`src/rtl/muldiv_unit.sv`:
```
// rtl/muldiv_unit.sv - iterative MIPS multiply/divide unit owning the HI/LO pair
module muldiv_unit #(
    parameter int DATA_WIDTH = 32
) (
    input  logic                  i_clk,
    input  logic                  i_rst,
    input  logic                  i_start,
    input  logic [1:0]            i_op,
    input  logic [DATA_WIDTH-1:0] i_a,
    input  logic [DATA_WIDTH-1:0] i_b,
    input  logic                  i_wr_hi,
    input  logic                  i_wr_lo,
    input  logic                  i_abort,
    input  logic                  i_sel_hi,
    output logic [DATA_WIDTH-1:0] o_data,
    output logic                  o_busy,
    output logic                  o_done
);
    localparam int W  = DATA_WIDTH;
    localparam int CW = $clog2(W);
    localparam logic [CW-1:0] LAST = CW'(W - 1);

    typedef enum logic [1:0] {IDLE, RUN, FIX} state_t;

    state_t          state;
    logic [CW-1:0]   cnt;
    logic [W-1:0]    hi, lo;
    logic [W-1:0]    mag_m;
    logic [W-1:0]    raw_a;
    logic [2*W-1:0]  acc;
    logic            is_div, div_zero, sign_q, sign_r, done;

    logic            signed_op, a_neg, b_neg;
    logic [W-1:0]    abs_a, abs_b;
    logic [W:0]      mul_sum, div_shift, div_diff;
    logic [2*W-1:0]  prod_fix;
    logic [W-1:0]    quo_fix, rem_fix;

    assign signed_op = ~i_op[0];
    assign a_neg     = signed_op & i_a[W-1];
    assign b_neg     = signed_op & i_b[W-1];
    assign abs_a     = a_neg ? -i_a : i_a;
    assign abs_b     = b_neg ? -i_b : i_b;

    // Multiply keeps the multiplier in acc's low half and shifts it out as the product grows in.
    assign mul_sum   = {1'b0, acc[2*W-1:W]} + {1'b0, mag_m};
    // Divide keeps remainder in acc's high half and the dividend/quotient in the low half.
    assign div_shift = acc[2*W-1:W-1];
    assign div_diff  = div_shift - {1'b0, mag_m};

    assign prod_fix  = sign_q ? -acc : acc;
    assign quo_fix   = sign_q ? -acc[W-1:0] : acc[W-1:0];
    assign rem_fix   = sign_r ? -acc[2*W-1:W] : acc[2*W-1:W];

    assign o_data    = i_sel_hi ? hi : lo;
    assign o_busy    = (state != IDLE);
    assign o_done    = done;

    always_ff @(posedge i_clk) begin
        if (i_rst) begin
            state    <= IDLE;
            cnt      <= '0;
            hi       <= '0;
            lo       <= '0;
            mag_m    <= '0;
            raw_a    <= '0;
            acc      <= '0;
            is_div   <= 1'b0;
            div_zero <= 1'b0;
            sign_q   <= 1'b0;
            sign_r   <= 1'b0;
            done     <= 1'b0;
        end else begin
            done <= 1'b0;
            case (state)
                IDLE: begin
                    if (i_start && !i_abort) begin
                        is_div   <= i_op[1];
                        div_zero <= i_op[1] && (i_b == '0);
                        raw_a    <= i_a;
                        sign_q   <= a_neg ^ b_neg;
                        sign_r   <= a_neg;
                        mag_m    <= i_op[1] ? abs_b : abs_a;
                        acc      <= {{W{1'b0}}, (i_op[1] ? abs_a : abs_b)};
                        cnt      <= '0;
                        state    <= RUN;
                    end else begin
                        if (i_wr_hi) hi <= i_a;
                        if (i_wr_lo) lo <= i_a;
                    end
                end
                RUN: begin
                    if (i_abort) begin
                        state <= IDLE;
                    end else begin
                        cnt <= cnt + CW'(1);
                        if (is_div) begin
                            if (!div_diff[W])
                                acc <= {div_diff[W-1:0], acc[W-2:0], 1'b1};
                            else
                                acc <= {div_shift[W-1:0], acc[W-2:0], 1'b0};
                        end else if (acc[0]) begin
                            acc <= {mul_sum, acc[W-1:1]};
                        end else begin
                            acc <= {1'b0, acc[2*W-1:1]};
                        end
                        if (cnt == LAST) state <= FIX;
                    end
                end
                FIX: begin
                    state <= IDLE;
                    if (!i_abort) begin
                        done <= 1'b1;
                        if (!is_div) begin
                            hi <= prod_fix[2*W-1:W];
                            lo <= prod_fix[W-1:0];
                        end else if (div_zero) begin
                            hi <= raw_a;
                            lo <= '1;
                        end else begin
                            hi <= rem_fix;
                            lo <= quo_fix;
                        end
                    end
                end
                default: state <= IDLE;
            endcase
        end
    end
endmodule
```
`config.mk`:
```
export PLATFORM = sky130hd
export DESIGN_NAME = muldiv_unit
export DESIGN_NICKNAME = d
export VERILOG_FILES = /design/src/rtl/muldiv_unit.sv
export SDC_FILE = /design/constraint.sdc
export NUM_CORES = 1
export LEC_CHECK = 0
export CAP_MARGIN = 20
export CELL_PAD_IN_SITES_DETAIL_PLACEMENT = 1
export CELL_PAD_IN_SITES_GLOBAL_PLACEMENT = 1
export CORE_AREA = 2 2 188 190
export CTS_CLUSTER_DIAMETER = 30
export DETAILED_ROUTE_END_ITERATION = 7
export DIE_AREA = 0 0 190 192
export DONT_BUFFER_PORTS = 1
export PLACE_DENSITY = 0.84
export SKIP_LAST_GASP = 1
export SLEW_MARGIN = 10
export SYNTH_ARGS = -nofsm -noshare
export SYNTH_HDL_FRONTEND = slang
export SYNTH_SLANG_ARGS = --single-unit
```
`constraint.sdc`:
```
create_clock -name i_clk -period 4.9 [get_ports i_clk]
set_input_delay 0.49 -clock i_clk [delete_from_list [all_inputs] [get_ports i_clk]]
set_output_delay 0.49 -clock i_clk [all_outputs]
set_load 0.03 [all_outputs]
```
==> metrics.cfg, run 1 <==
[status]
status=complete, no violations

[clocking]
cts_resized=0
clock_latency_ps=620
hold_buffers=1
cts_sinks=204
clockBufferDepth=3
cts_max_level=2
post-cts-setup-buffers=0
cts_buffers=59
cts_tree=yes
clk_pin_slew_worst_paths_ps=50
cts-root-buf=clkbuf_16

[yosys]
yosysTopAreaCell=dfxtp_1
async_flop_share_pct=0
synth_common_cells=309 x nand2_1, 233 x a21oi_1, 212 x nor2_1
syn_area_um2=17750
synth_ff_type=dfxtp_1
yosys-top-cells-area=dfxtp_1 23%, xnor2_1 6.7%, a21oi_1 6.6%
synth.distinct_cells=81
yosys.area.top_type_share_pct=23.01
ys_ff_latch=204
synth-warning-count=0
syn_inst=2440
synth.net_count=2585
avgSynthCellArea_um2=7.274
seq_area_frac_synth_pct=23.01
synth_edf_count=0
yosysMostFrequentCell=nand2_1

[power]
switching_share_pct=29.77
combPwrFrac_pct=16.3
leakagePower_nw=7.640
p_int_w=0.005105
p_switching_w=0.002164
power.share.clock_pct=58.1
pwr_density_cell_nw_per_um2=363.1
ir_drop_v=0.0003466
seqPwrFrac_pct=25.6

[timing]
hold_viol_final=0
max_clock_freq_mhz=258.3
post-route-period-util_pct=79.02
fin_crit_ps=3872
worst_pin_slew_ps=1062
tns_ps=0
skew_ps=24.73
slew_viol_final=0
rsz0062_at_grt=false
finalSetupViolCount=0
fin_ws_ps=1028
max_slew_margin_pct=29.20

[final_layout]
stdcell_count=2836
seqCellArea_um2=4090
syn2layout_area_growth_pct=12.81
drive_above_1_share_pct=9.370
multi_input_comb_area_um2=12580
nNetsFinal=2474
nFillCells=4202
final_cell_area_um2=20020

[floorplan]
initial_utilization_pct=51.76
dieArea_um2=36480
core_area_um2=34290
die_y_um=192
rows=68
pin_count=107
fp.dieW_um=190

[detailed_routing]
post_drt_wl_per_cell_um=29.04
drtIter0Drc=2336
wl_um=82350
via_per_inst=7.027
dr.pass1.iters=6
antenna_left=0
routed-wl-met3_um=8611
drcViolationCount=0
routed.top_layer=met5
met1_length_um=33110
num_vias=19929
routed-wl-met2_um=35870

[worst_setup_path]
startpoint_type=register
critPathMostFrequentCell=o21ai_1
critPathCaptureType=register
cp_max_fo=16
slowest_delay_ps=670
cp.required_ps=5390
slowest_stage=dfxtp_1
path_class=register to register
crit_chain=ha_1 > a21o_1 > or3_1 > o21ai_1 > o21ai_0 > o21ai_1 > a211o_1 > buf_8 > o211ai_1 > a32o_1
crit_arrival_ps=4360

[place]
gp_congestion=0.9720
placed_area_um2=17820
place_inst=2721
dpl.hpwl_um=56340
numPortBuffers=0
dp_slack_ps=779.2

[grt]
grt_pass1_vias=20132
grt-ovfl-total=0
grt.total_usage_pct=44.24
grt_antenna_before_repair=1
grt_max_degree=141
grt_pass1_wl_um=123300

[run]
cap_viol_max_count=0

[hold_path]
hold_class=input port to register

worst paths after layout:
check	start	to	slack [ps]	depth (start not counted)
hold / removal	i_a[5]	raw_a[5]	10	2
setup reg to reg	acc[38]	acc[47]	1030	10
setup / recovery	acc[38]	acc[47]	1030	10
hold reg to reg	lo[8]	lo[8]	460	2
sequential cells by signal (all words and copies together), names as in the netlist:
register / flops
sign_q: 1
mag_m: 32
sign_r: 1
hi: 32
state: 2
raw_a: 32
div_zero: 1
lo: 32
o_done: 1
acc: 64
is_div: 1
cnt: 5
power groups by stage:
stage | sequential [W] | combinational [W] | clock [W]
final | 0.00186 | 0.00119 | 0.00422
after global routing | 0.00187 | 0.00125 | 0.00431
after CTS | 0.00186 | 0.00114 | 0.00421
after detailed placement | 0.00188 | 0.00110 | 0
after global placement | 0.00187 | 0.00108 | 0
after floorplan | 0.00183 | 0.000863 | 0
placed cells by master, fill, tap and decap left out, drive strengths merged, types with 22 or more instances in the layout:
cell type,Yosys,routed
clkbuf,178,72
or4,22,22
dfxtp,204,204
mux2i,104,104
a21oi,233,233
nand3,29,29
o21ai,155,155
ha,70,70
xor2,57,57
xnor2,136,136
nor2,212,212
a31oi,23,23
nor3,72,72
inv,73,77
o211ai,37,37
nand2,309,309
buf,36,42
a21o,27,27
mux2,37,37
o221ai,41,41
o31ai,28,28
a211oi,61,61
or3,31,31
cell type report:
| type | instances | share of cell area (%) |
|---|---|---|
| Antenna cell | 1 | 0.01250 |
| Timing Repair Buffer | 42 | 1.712 |
| Multi-Input combinational cell | 1949 | 62.85 |
| Clock inverter | 40 | 2.962 |
| Inverter | 73 | 1.369 |
| Clock buffer | 72 | 7.818 |
| Tap cell | 455 | 2.843 |
| Sequential cell | 204 | 20.43 |
through the flow:
stage	power, W	hold slack, ps	utilization, %
global route	0.007426	26.09	58.39
detailed placement	0.002983	445.3	51.96
finish	0.007269	13.24	58.39
global placement	0.002950	437.4	51.96
floorplan	0.002688	419.6	-
CTS	0.007209	4.433	58.33
metal layers:
layer | GRT usage (%) | vias to the layer above
met4 | 24.63 | 2
met1 | 56.71 | 9819
met5 | 0 | -
met2 | 68.29 | 1214
li1 | - | 8597
met3 | 10.52 | 297
cell families (layout without fill, tap and decap cells):
| kind of cell | count (synthesis) | count (layout) | share of synthesized area [%] |
|---|---|---|---|
| compound gates | 739 | 739 | 26.90 |
| flops | 204 | 204 | 23.01 |
| mux | 141 | 141 | 8.213 |
| other cells | 0 | 1 | 0 |
| xor+xnor | 193 | 193 | 9.524 |
| simple gates | 804 | 804 | 20.92 |
| fa+ha+maj | 72 | 72 | 5.160 |
| buf+inv | 287 | 227 | 6.274 |
critical path: cells and delay by family (launching register included):
kind / cells / cell delay (ps)
adders and majority gates: 1 / 430
and+or+nand+nor: 1 / 300
DFF: 1 / 670
AOI/OAI and AO/OA: 7 / 2120
buffers and inverters: 1 / 250
No activity file was read; power rests on OpenSTA's default activity.
==> inputs of run 2 (changes only) <==
--- a/config.mk
+++ b/config.mk
@@ -8,12 +8,12 @@
 export CAP_MARGIN = 20
 export CELL_PAD_IN_SITES_DETAIL_PLACEMENT = 1
 export CELL_PAD_IN_SITES_GLOBAL_PLACEMENT = 1
-export CORE_AREA = 2 2 188 190
+export CORE_AREA = 2 2 196 198
 export CTS_CLUSTER_DIAMETER = 30
 export DETAILED_ROUTE_END_ITERATION = 7
-export DIE_AREA = 0 0 190 192
+export DIE_AREA = 0 0 198 200
 export DONT_BUFFER_PORTS = 1
-export PLACE_DENSITY = 0.84
+export PLACE_DENSITY = 0.78
 export SKIP_LAST_GASP = 1
 export SLEW_MARGIN = 10
 export SYNTH_ARGS = -nofsm -noshare
==> constraint.sdc (replaced) <==
create_clock -name i_clk -period 3.9 [get_ports i_clk]
set_input_delay 0.39 -clock i_clk [delete_from_list [all_inputs] [get_ports i_clk]]
set_output_delay 0.39 -clock i_clk [all_outputs]
set_load 0.03 [all_outputs]
==> metrics.cfg, run 2 (same netlist as run 1, synthesis figures left out) <==
[detailed_routing]
post_drt_wl_per_cell_um=28.03  ; -3.5%
drtIter0Drc=2154  ; -7.8%
via_per_inst=6.738  ; -4.1%
dr.pass1.iters=6  ; unchanged
drcViolationCount=0  ; unchanged
antenna_left=0  ; unchanged
num_vias=19984  ; +0.28%
wl_um=83140  ; +0.96%

[worst_setup_path]
cp_max_fo=6  ; -10
reg2reg_to=acc[55]
worstReg2RegStart=acc[32]
endpoint=acc[55]
cp-startpoint=acc[32]
crit_arrival_ps=4250  ; -110 ps
cp.required_ps=4380  ; -1010 ps
critPathCaptureType=register
path_class=register to register
reg2reg_depth=12  ; +2
ff2ff_setup_slack_ps=130  ; -890 ps
startpoint_type=register

[power]
fin_total_pwr_w=0.008958  ; +23%
combPwrFrac_pct=17.4  ; +1.1 points
ir_drop_v=0.0004117  ; +19%
switching_share_pct=30.45  ; +0.68 points
p_switching_w=0.002727  ; +26%
seqPwrFrac_pct=26.1  ; +0.5 points
leakagePower_nw=7.978  ; +4.4%
power.share.clock_pct=56.6  ; -1.5 points
pwr_density_cell_nw_per_um2=432.4  ; +19%
p_int_w=0.006230  ; +22%

[floorplan]
rows=71  ; +4.4%
fp.dieW_um=198  ; +4.2%
pin_count=107  ; unchanged
core_area_um2=37400  ; +9.1%
dieArea_um2=39600  ; +8.6%
die_y_um=200  ; +4.2%
initial_utilization_pct=47.46  ; -4.3 points

[final_layout]
multi_input_comb_area_um2=12580  ; about the same
syn2layout_area_growth_pct=16.73
most-common-layout-cells=309 x nand2_1, 233 x a21oi_1, 208 x nor2_1
drive_above_1_share_pct=10.80  ; +1.4 points
largest_register_ff_count=64  ; unchanged
layout_commonest_cell=nand2_1
nNetsFinal=2550  ; +3.1%
top_register=acc
nFillCells=4595  ; +9.4%
seqCellArea_um2=4090  ; unchanged

[timing]
finalSetupViolCount=0  ; unchanged
tns_ps=0  ; unchanged
hold_viol_final=0  ; unchanged
max_clock_freq_mhz=265.6  ; +2.8%
rsz0062_at_grt=false
max_slew_margin_pct=23.83  ; -5.4 points
post-route-period-util_pct=96.55  ; +18 points
skew_ps=48.21  ; +23.47 ps
fin_crit_ps=3765  ; -106.4 ps
slew_viol_final=0  ; unchanged
worst_pin_slew_ps=1142  ; +80.55 ps

[clocking]
cts-root-buf=clkbuf_16
post-cts-setup-buffers=0  ; unchanged
cts_max_level=2  ; unchanged
cts_buffers=60  ; +1.7%
cts_sinks=204  ; unchanged
clockBufferDepth=3  ; unchanged
clk_pin_slew_worst_paths_ps=50  ; about the same
clock_latency_ps=650  ; +30 ps
cts_tree=yes

[status]
status=complete, no violations

[grt]
grt_pass1_wl_um=123100  ; -0.13%
grt.total_usage_pct=41.04  ; -3.2 points
grt_max_degree=171  ; +21%
grt-ovfl-total=0  ; unchanged
grt_pass1_vias=20153  ; +0.10%
grt_antenna_before_repair=4  ; +3

[run]
cap_viol_max_count=0  ; unchanged

[place]
numPortBuffers=0  ; unchanged
gp_congestion=0.9743  ; +0.24%
dpl.hpwl_um=58460  ; +3.8%

[hold_path]
hold_class=input port to register

run 2: changes by cell type in the layout (fill, tap and decap cells not counted), sizes merged:
cell and change:
buf +40, clkbuf +8, bufinv -7, inv -4, dlygate4sd3 +35, clkinvlp +1, clkinv +1
run 2: repair_timing:
action | in CTS | in global routing
hold endpoints to repair | 170 | 0
setup endpoints to repair | 0 | 3
hold buffers | 36 | 0
gates resized for setup | 0 | 1
run 2: critical path: stages (launching register included):
cell and delay, ps:
dfxtp_1 440, ha_1 230, inv_1 60, fa_1 420, nor2b_1 180, o2111ai_1 220, and2_1 250, o31ai_1 440
nand3_1 290, a311oi_1 520, or2_2 220, a311oi_1 100, a211o_1 250
run 2: power groups by stage:
stage               logic, W  clock network (W)  registers [W]
floorplan            0.00108                  0        0.00229
global placement     0.00138                  0        0.00235
detailed placement   0.00141                  0        0.00236
CTS                  0.00151            0.00506        0.00233
global route         0.00164            0.00519        0.00234
finish               0.00156            0.00507        0.00233
run 2: layout make-up:
class	instances	share of cell area [%]
Sequential cell	204	19.74
Antenna cell	1	0.01208
Multi-Input combinational cell	1949	60.71
Timing Repair Buffer	117	4.880
Clock inverter	31	1.914
Inverter	73	1.323
Clock buffer	80	8.334
Tap cell	511	3.086
run 2: worst min-delay path by stage:
stage / from / end / depth (start not counted)
global route: i_a[30] / hi[30] / 2
floorplan: hi[21] / hi[21] / 2
global placement: lo[11] / lo[11] / 2
finish: i_a[30] / hi[30] / 2
CTS: i_a[30] / hi[30] / 2
detailed placement: lo[11] / lo[11] / 2
run 2: per-layer routing:
layer	global-route usage, %	wire length [um]
met2	65.15	36660
met1	51.97	33620
met5	0	13
met4	21.50	4766
met3	9.593	8087
run 2: through the flow:
stage	worst slack (ps)	hold WS [ps]	utilization [%]	area (um2)	instances
floorplan	737.5	419.6	-	17750	2440
global placement	342.0	436.2	48.70	18210	2818
detailed placement	260.1	445.9	48.70	18210	2818
CTS	250.0	0.1106	55.39	20710	2965
global route	27.29	5.856	55.39	20710	2965
finish	134.6	8.379	55.39	20720	2966
